File: config.mk
export PLATFORM = sky130hd
export DESIGN_NAME = rs_dec_sched
export DESIGN_NICKNAME = d
export VERILOG_FILES = /design/src/rtl/rs_dec_sched.sv
export SDC_FILE = /design/constraint.sdc
export NUM_CORES = 1
export LEC_CHECK = 0
export BUFFER_PORTS_ARGS = -buffer_cell sky130_fd_sc_hd__buf_2
export CAP_MARGIN = 10
export CORE_ASPECT_RATIO = 0.5
export CORE_UTILIZATION = 45
export CTS_CLUSTER_DIAMETER = 100
export DETAILED_ROUTE_END_ITERATION = 8
export PLACE_DENSITY = 0.68
export SETUP_SLACK_MARGIN = 0.3
export SLEW_MARGIN = 30
export SYNTH_ARGS = -nofsm -noshare
export SYNTH_HDL_FRONTEND = slang
export SYNTH_SLANG_ARGS = --single-unit
File: constraint.sdc
create_clock -name clk -period 3 [get_ports clk]
set_clock_uncertainty 0.05 [all_clocks]
set_input_delay 0.15 -clock clk [delete_from_list [all_inputs] [get_ports clk]]
set_output_delay 0.15 -clock clk [all_outputs]
set_load 0.005 [all_outputs]
File: src/rtl/rs_dec_sched.sv
// rs_dec_sched: paces an upstream byte stream into a Reed-Solomon decoder that
// needs one CE pulse per input byte with a fixed idle gap between pulses,
// tracks how many codewords are inside the decoder, and reframes the decoder
// output into blocks with start/end markers.
//
// Ports:
//   clk, reset        single clock, synchronous active-high reset
//   in_valid/in_data  upstream byte offer; in_ready = byte taken this cycle
//   dec_ce/dec_byte   one-clock CE pulse and held input byte to the decoder
//   dec_out/dec_ceo/dec_valid  decoder output byte and qualifiers
//   out_valid/out_data/out_sop/out_eop  decoded byte stream, 1-clock latency
//   inflight          codewords fully fed but not yet fully drained
//   err_unexp         sticky flag: decoder produced output with none in flight
module rs_dec_sched #(
  parameter int unsigned GAP          = 6,
  parameter int unsigned N_IN         = 204,
  parameter int unsigned N_OUT        = 188,
  parameter int unsigned MAX_INFLIGHT = 2
) (
  input  logic       clk,
  input  logic       reset,
  input  logic       in_valid,
  input  logic [7:0] in_data,
  output logic       in_ready,
  output logic       dec_ce,
  output logic [7:0] dec_byte,
  input  logic [7:0] dec_out,
  input  logic       dec_ceo,
  input  logic       dec_valid,
  output logic       out_valid,
  output logic [7:0] out_data,
  output logic       out_sop,
  output logic       out_eop,
  output logic [2:0] inflight,
  output logic       err_unexp
);

  localparam int unsigned IN_W  = (N_IN  > 1) ? $clog2(N_IN)  : 1;
  localparam int unsigned OUT_W = (N_OUT > 1) ? $clog2(N_OUT) : 1;

  typedef enum logic [1:0] {S_IDLE, S_FEED, S_GAP, S_STALL} state_t;

  state_t           state;
  logic [7:0]       gap_cnt;
  logic [IN_W-1:0]  in_cnt;
  logic [OUT_W-1:0] out_cnt;

  logic       accept;
  logic       in_last;
  logic       fire;
  logic       expected;
  logic       blk_done;
  logic       cw_done;
  logic       credit;
  logic       credit_nxt;
  logic [2:0] inflight_nxt;

  assign accept   = in_valid && in_ready;
  assign in_last  = (in_cnt == IN_W'(N_IN - 1));
  assign fire     = dec_valid && dec_ceo;
  // Output bytes only count toward a block while a codeword is in flight.
  assign expected = fire && (inflight != 3'd0);
  assign blk_done = expected && (out_cnt == OUT_W'(N_OUT - 1));
  assign cw_done  = accept && in_last;

  always_comb begin
    inflight_nxt = inflight;
    if (cw_done && !blk_done) begin
      inflight_nxt = inflight + 3'd1;
    end else if (!cw_done && blk_done) begin
      inflight_nxt = inflight - 3'd1;
    end
  end

  // Credit only gates the first byte of a codeword.
  assign credit     = (in_cnt != '0) || (inflight < 3'(MAX_INFLIGHT));
  assign credit_nxt = (in_cnt != '0) || (inflight_nxt < 3'(MAX_INFLIGHT));
  assign in_ready   = !reset && (state == S_IDLE) && credit;

  always_ff @(posedge clk) begin
    if (reset) begin
      state     <= S_IDLE;
      gap_cnt   <= '0;
      in_cnt    <= '0;
      out_cnt   <= '0;
      inflight  <= '0;
      dec_ce    <= 1'b0;
      dec_byte  <= '0;
      out_valid <= 1'b0;
      out_data  <= '0;
      out_sop   <= 1'b0;
      out_eop   <= 1'b0;
      err_unexp <= 1'b0;
    end else begin
      dec_ce <= 1'b0;
      case (state)
        S_IDLE: begin
          if (accept) begin
            dec_byte <= in_data;
            dec_ce   <= 1'b1;
            state    <= S_FEED;
          end
        end
        S_FEED: begin
          gap_cnt <= 8'(GAP);
          state   <= S_GAP;
        end
        S_GAP: begin
          // Leave on the cycle the count reaches zero, so GAP cycles are
          // spent here and the CE period is FEED + GAP + IDLE = GAP+2.
          gap_cnt <= gap_cnt - 8'd1;
          if (gap_cnt == 8'd1) begin
            state <= credit_nxt ? S_IDLE : S_STALL;
          end
        end
        S_STALL: begin
          if (credit_nxt) begin
            state <= S_IDLE;
          end
        end
        default: state <= S_IDLE;
      endcase

      if (accept) begin
        in_cnt <= in_last ? '0 : in_cnt + IN_W'(1);
      end
      inflight <= inflight_nxt;

      out_valid <= fire;
      out_sop   <= expected && (out_cnt == '0);
      out_eop   <= blk_done;
      if (fire) begin
        out_data <= dec_out;
      end
      if (expected) begin
        out_cnt <= blk_done ? '0 : out_cnt + OUT_W'(1);
      end
      if (fire && (inflight == 3'd0)) begin
        err_unexp <= 1'b1;
      end
    end
  end

endmodule

# Word level (Yosys, flattened, before mapping)

Cells that the tools add are included.

Flip-flop bits (word level): 50
Word-level logic and storage cells: 65
Input port bits: 21

Bitwise gates (word level): 1
Reduce and logical (&&, ||, !) cells: 25
Add/subtract/negate cells: 5
Eq/ne operators: 9
Muxes and demuxes: 11
Magnitude comparators: 2

Operators with widths:

| cell                  | count |
|---|---|
| $add A8 B1 Y8 const B | 2 |
| $eq A8 B8 Y1 const B  | 2 |
| $mux W8               | 2 |
| $pmux W8 S2           | 1 |
| $logic_and A1 B1 Y1   | 11 |
| $eq A8 B1 Y1 const B  | 1 |
| $logic_not A8 Y1      | 1 |
| $mux W2               | 4 |
| $pmux W2 S4           | 1 |
| $reduce_bool A8 Y1    | 1 |
| $sub A8 B1 Y8 const B | 1 |
| $lt A3 B2 Y1 const B  | 2 |
| $mux W3               | 2 |
| $ne A2 B2 Y1 const B  | 3 |
| $eq A2 B2 Y1 const B  | 2 |
| $add A3 B1 Y3 const B | 1 |
| $logic_not A1 Y1      | 3 |
| $logic_not A3 Y1      | 1 |
| $reduce_and A3 Y1     | 1 |
| $reduce_bool A3 Y1    | 1 |
| $sub A3 B1 Y3 const B | 1 |
| $eq A2 B1 Y1 const B  | 1 |
| $logic_not A2 Y1      | 1 |
| $logic_or A1 B1 Y1    | 2 |
| 5 further kinds       | 5 |

# Logic depth before layout (Yosys ltp)

Word-level depth: 14
Depth in mapped cells: 12
Depth with buffers taken out: 12

# Least setup slack after synthesis

No wires, ideal clock.

Path type: reg-to-reg
From: register inflight[0]
To: register state[0]
Arrival: 2649 ps
Cell stages (with the launch flop): 12
Path buffers: 0
Period minus slack after synthesis: 2771 ps
Slack: 229 ps
Path through: dfxtp_1 > inv_1 > ha_1 > ha_1 > nor2_1 > nand4_1 > ha_1 > mux2_2 > o211ai_1 > a211oi_1 > a21oi_1 > mux2i_1

Longest elaborated chain between the ends: 14
Elaborated cells on any way between the ends: 24
Classes of those cells: add/sub: 2; order compare: 2; eq/ne: 2; mux: 5; reduce/logical: 13

RTL lines:

| element                | line | RTL |
|---|---|---|
| from (decl)            | 34   | `output logic [2:0] inflight,` |
| from (signal assigned) | 127  | `inflight <= inflight_nxt;` |
| $lt A3 B2 Y1           | 76   | `assign credit = (in_cnt != '0) \|\| (inflight < 3'(MAX_INFLIGHT));` |
| $logic_or A1 B1 Y1     | 76   |  |
| $logic_and A1 B1 Y1    | 78   | `assign in_ready = !reset && (state == S_IDLE) && credit;` |
| $logic_and A1 B1 Y1    | 58   | `assign accept = in_valid && in_ready;` |
| $logic_and A1 B1 Y1    | 64   | `assign cw_done = accept && in_last;` |
| $logic_not A1 Y1       | 70   | `end else if (!cw_done && blk_done) begin` |
| $logic_and A1 B1 Y1    | 70   |  |
| $mux W3                | 70   |  |
| $mux W3                | 68   | `if (cw_done && !blk_done) begin` |
| $lt A3 B2 Y1           | 77   | `assign credit_nxt = (in_cnt != '0) \|\| (inflight_nxt < 3'(MAX_INFLIGHT));` |
| $logic_or A1 B1 Y1     | 77   |  |
| $mux W2                | 113  | `state <= credit_nxt ? S_IDLE : S_STALL;` |
| $mux W2                | 112  | `if (gap_cnt == 8'd1) begin` |
| $pmux W2 S4            | 96   | `case (state)` |
| to (signal assigned)   | 113  |  |
| to (decl)              | 43   | `state_t state;` |

Parallel ways exist; a longest one is shown, timed or not. The select of a mux whose other input is x is not followed.
A chain may end at the register's enable or synchronous reset.

# Worst setup path in the final report

From: register in_cnt[5]
To: register state[0]

Longest elaborated chain between the ends: 14
Elaborated cells on any way between the ends: 19
Classes of those cells: order compare: 1; eq/ne: 3; mux: 5; reduce/logical: 10

RTL lines:

| element                | line   | RTL |
|---|---|---|
| from (decl)            | 45     | `logic [IN_W-1:0] in_cnt;` |
| from (signal assigned) | 125    | `in_cnt <= in_last ? '0 : in_cnt + IN_W'(1);` |
| $reduce_bool A8 Y1     | 76, 77 |  |
| $logic_or A1 B1 Y1     | 76     |  |
| $logic_and A1 B1 Y1    | 78     |  |
| $logic_and A1 B1 Y1    | 58     |  |
| $logic_and A1 B1 Y1    | 64     |  |
| $logic_not A1 Y1       | 70     |  |
| $logic_and A1 B1 Y1    | 70     |  |
| $mux W3                | 70     |  |
| $mux W3                | 68     |  |
| $lt A3 B2 Y1           | 77     |  |
| $logic_or A1 B1 Y1     | 77     |  |
| $mux W2                | 113    |  |
| $mux W2                | 112    |  |
| $pmux W2 S4            | 96     |  |

Parallel ways exist; a longest one is shown, timed or not. The select of a mux whose other input is x is not followed.

==> results.sh <==
export IMPL_outcome="completed"
export IMPL_die_area_um2=5380
export IMPL_vias_per_cell=5.03
export IMPL_slew_viol_final=0
export IMPL_ff2ff_path_depth=10
export IMPL_syn_nets=296
export IMPL_num_antenna_cells=0
export IMPL_root_buffer="clkbuf_8"
export IMPL_yosysSeqAreaShare_pct=43.9
export IMPL_period_needed_ns=2.69
export IMPL_grt_pass1_vias=1668
export IMPL_fp_coreArea_um2=4640
export IMPL_die_w_um=103
export IMPL_vias=1925
export IMPL_hold_class="in -> reg"
export IMPL_htree_levels=2
export IMPL_routed_wl_um=4800
export IMPL_gp_congestion=0.745
export IMPL_worstHoldStart="dec_out[7]"
export IMPL_grt_ovfl_total=0
export IMPL_synth_area_per_cell_um2=8.77
export IMPL_fmax_ghz=0.372
export IMPL_rrSetupSlack_ns=0.31
export IMPL_grt_usage_pct=18.7
export IMPL_die_h_um=52.3
export IMPL_ant_nets=0
export IMPL_clock_sinks=50
export IMPL_yosysTopAreaCellShare_pct=43.9
export IMPL_hold_violations=0
export IMPL_leakagePower_nw=1.18
export IMPL_route_detailed_drc=0
export IMPL_holdWs_ns=0.0110
export IMPL_hold_end="out_data[7]$_SDFFE_PP0P_"
export IMPL_antenna_found_initial=0
export IMPL_r2r_start="in_cnt[5]$_SDFFE_PP0P_"
export IMPL_worst_slew_pin_slew_ns=0.715
export IMPL_cts_clk_slew_worst_paths_ns=0.10
export IMPL_syn_to_final_growth_pct=23.8
export IMPL_drt_iter0_drc=62
export IMPL_post_dp_hpwl_um=3340
export IMPL_power_density_nw_per_um2=604
export IMPL_crit_start="in_cnt[5]$_SDFFE_PP0P_"
export IMPL_cp_required_ns=3.20
export IMPL_clock_latency_ns=0.31
export IMPL_drive_gt1_share_pct=28.4
export IMPL_synthesis_instances=260
export IMPL_peakVddDrop_mv=0.280
export IMPL_fin_nets=352
export IMPL_rsz0062_at_grt="true"
export IMPL_final_cell_mix="46 x dfxtp_1, 45 x buf_2, 39 x nor2_1"
export IMPL_ys_warn_count=0
export IMPL_dr_pass1_iters=5
export IMPL_cp_top_family="simple AND/OR/NAND/NOR gates"
export IMPL_cp_max_fo=4
export IMPL_cp_arrival_ns=2.89
export IMPL_wl_per_cell_um=12.5
export IMPL_synth_area_um2=2280
export IMPL_relSlewSlack_pct=52.3
export IMPL_grt_pass1_wl_um=7550
export IMPL_cap_violations=0
export IMPL_path_buf_inv=1
export IMPL_synth_top_area_cell="dfxtp_1"
export IMPL_critPathKind="reg -> reg"
export IMPL_cts_tree="done"
export IMPL_start_util_pct=49.2
export IMPL_clockBufferDepth=2
export IMPL_fin_crit_sh_pct=89.7
export IMPL_setup_viol=0
export IMPL_rows=17
export IMPL_synth_area_top_cells="dfxtp_1 44%, ha_1 8.2%, nor2_1 6.7%"
export IMPL_crit_path_max_incr_delay_ns=0.41
export IMPL_hold_depth=3
export IMPL_cts_inserted_buffers=5
export IMPL_r2r_end="state[0]$_SDFFE_PP0P_"
export IMPL_port_buffers=45
export IMPL_crit_path_end_kind="flop"
export IMPL_crit_chain="or3_4 > or2_4 > nor2_4 > inv_2 > ha_4 > mux2_4 > o211ai_1 > a211oi_2 > a21oi_2 > mux2i_1"
export IMPL_pin_count=46
export IMPL_crit_slowest_cell="or3_4"
export IMPL_cp_start_kind="flop"
export IMPL_synth_seq_cells=50
export IMPL_tns_ns=0
export IMPL_yosys_cell_types_count=42
export IMPL_grt_max_degree=31
export IMPL_final_common_cell="dfxtp_1"
==> synthesized netlist by cell type, drive strengths merged <==
| cell type | count |
|---|---|
| o211ai | 1 |
| nor2b | 2 |
| nor2 | 42 |
| a211oi | 1 |
| o31ai | 2 |
| or3 | 4 |
| buf | 3 |
| nor4b | 3 |
| nand3 | 6 |
| nor3b | 3 |
| dfxtp | 50 |
| nand2 | 29 |
| nand4 | 6 |
| a311oi | 1 |
| nand3b | 1 |
| a221oi | 1 |
| and3 | 3 |
| and2 | 1 |
| clkbuf | 4 |
| o311a | 1 |
| or2 | 2 |
| o2bb2ai | 1 |
| a31oi | 1 |
| a21o | 1 |
| nor4 | 3 |
| mux2 | 1 |
| xnor2 | 8 |
| ha | 15 |
| a22o | 1 |
| a21oi | 18 |
| or4b | 1 |
| mux2i | 9 |
| o21ai | 5 |
| xor2 | 9 |
| nor3 | 5 |
| inv | 16 |
==> per-layer routing <==
layer	routed length, um	vias up	track usage, %
met5	0	-	0
met4	66	0	6.90
met3	182	8	5.07
met2	2240	37	29.8
met1	2310	889	24.3
li1	-	991	-
==> tightest hold or removal path, delay by kind of cell <==
family	cells	cell delay, ns
compound gates	1	0.05
buf+inv	1	0.09
simple gates	1	0.04
==> metrics by stage <==
step           cells  setup WS [ns]  util, %  instance area [um2]  total power, mW
2_1_floorplan    260          0.342        -                 2280             1.20
3_3_place_gp     367          0.266     55.3                 2560             1.29
3_5_place_dp     367          0.103     55.3                 2560             1.31
4_1_cts          377          0.311     58.1                 2690             1.71
5_1_grt          383          0.232     60.9                 2820             1.81
6_report         383          0.310     60.9                 2820             1.71
==> final cells by class <==
type | instances | area [um2]
inverters | 16 | 60.1
flip-flops and latches | 50 | 1010
fillers | 424 | 1810
clock inverters | 3 | 21.3
well taps | 66 | 82.6
clock buffers | 5 | 68.8
multi-input cells | 187 | 1270
repair buffers | 56 | 308
==> sequential cells by signal, summed over array words and instances (netlist names) <==
register,cells
dec_byte,8
dec_ce,1
err_unexp,1
gap_cnt,8
in_cnt,8
inflight,3
out_cnt,8
out_data,8
out_eop,1
out_sop,1
out_valid,1
state,2
==> what timing repair did <==
| item | in CTS | in global routing |
|---|---|---|
| gates resized for setup | 6 | 23 |
| cloned | 0 | 0 |
| setup endpoints to repair | 2 | 2 |
| buffers inserted | 2 | 6 |
| pin swaps | 3 | 11 |
| hold buffers | 0 | 0 |
==> worst max-delay path by stage <==
stage / endpoint / slack, ns / cells past startpoint
6_report: state[0]$_SDFFE_PP0P_ / 0.31 / 10
5_1_grt: state[0]$_SDFFE_PP0P_ / 0.23 / 11
4_1_cts: state[0]$_SDFFE_PP0P_ / 0.31 / 11
3_5_place_dp: state[0]$_SDFFE_PP0P_ / 0.10 / 9
3_3_place_gp: state[0]$_SDFFE_PP0P_ / 0.27 / 9
2_1_floorplan: state[0]$_SDFFE_PP0P_ / 0.34 / 11
==> kinds of logic after synthesis <==
family          count (synthesis)  synth area share [%]
simple gates                  111                  23.1
flops                          50                  43.9
buf+inv                        23                  4.83
compound gates                 34                  8.94
fa+ha+maj                      15                  8.23
xor+xnor                       17                  6.53
mux                            10                  4.44
==> where the power goes <==
part           switching, mW  internal [mW]
registers             0.0698          0.745
logic                  0.262          0.227
clock network          0.238          0.164
(Power assumes the default switching activity.)
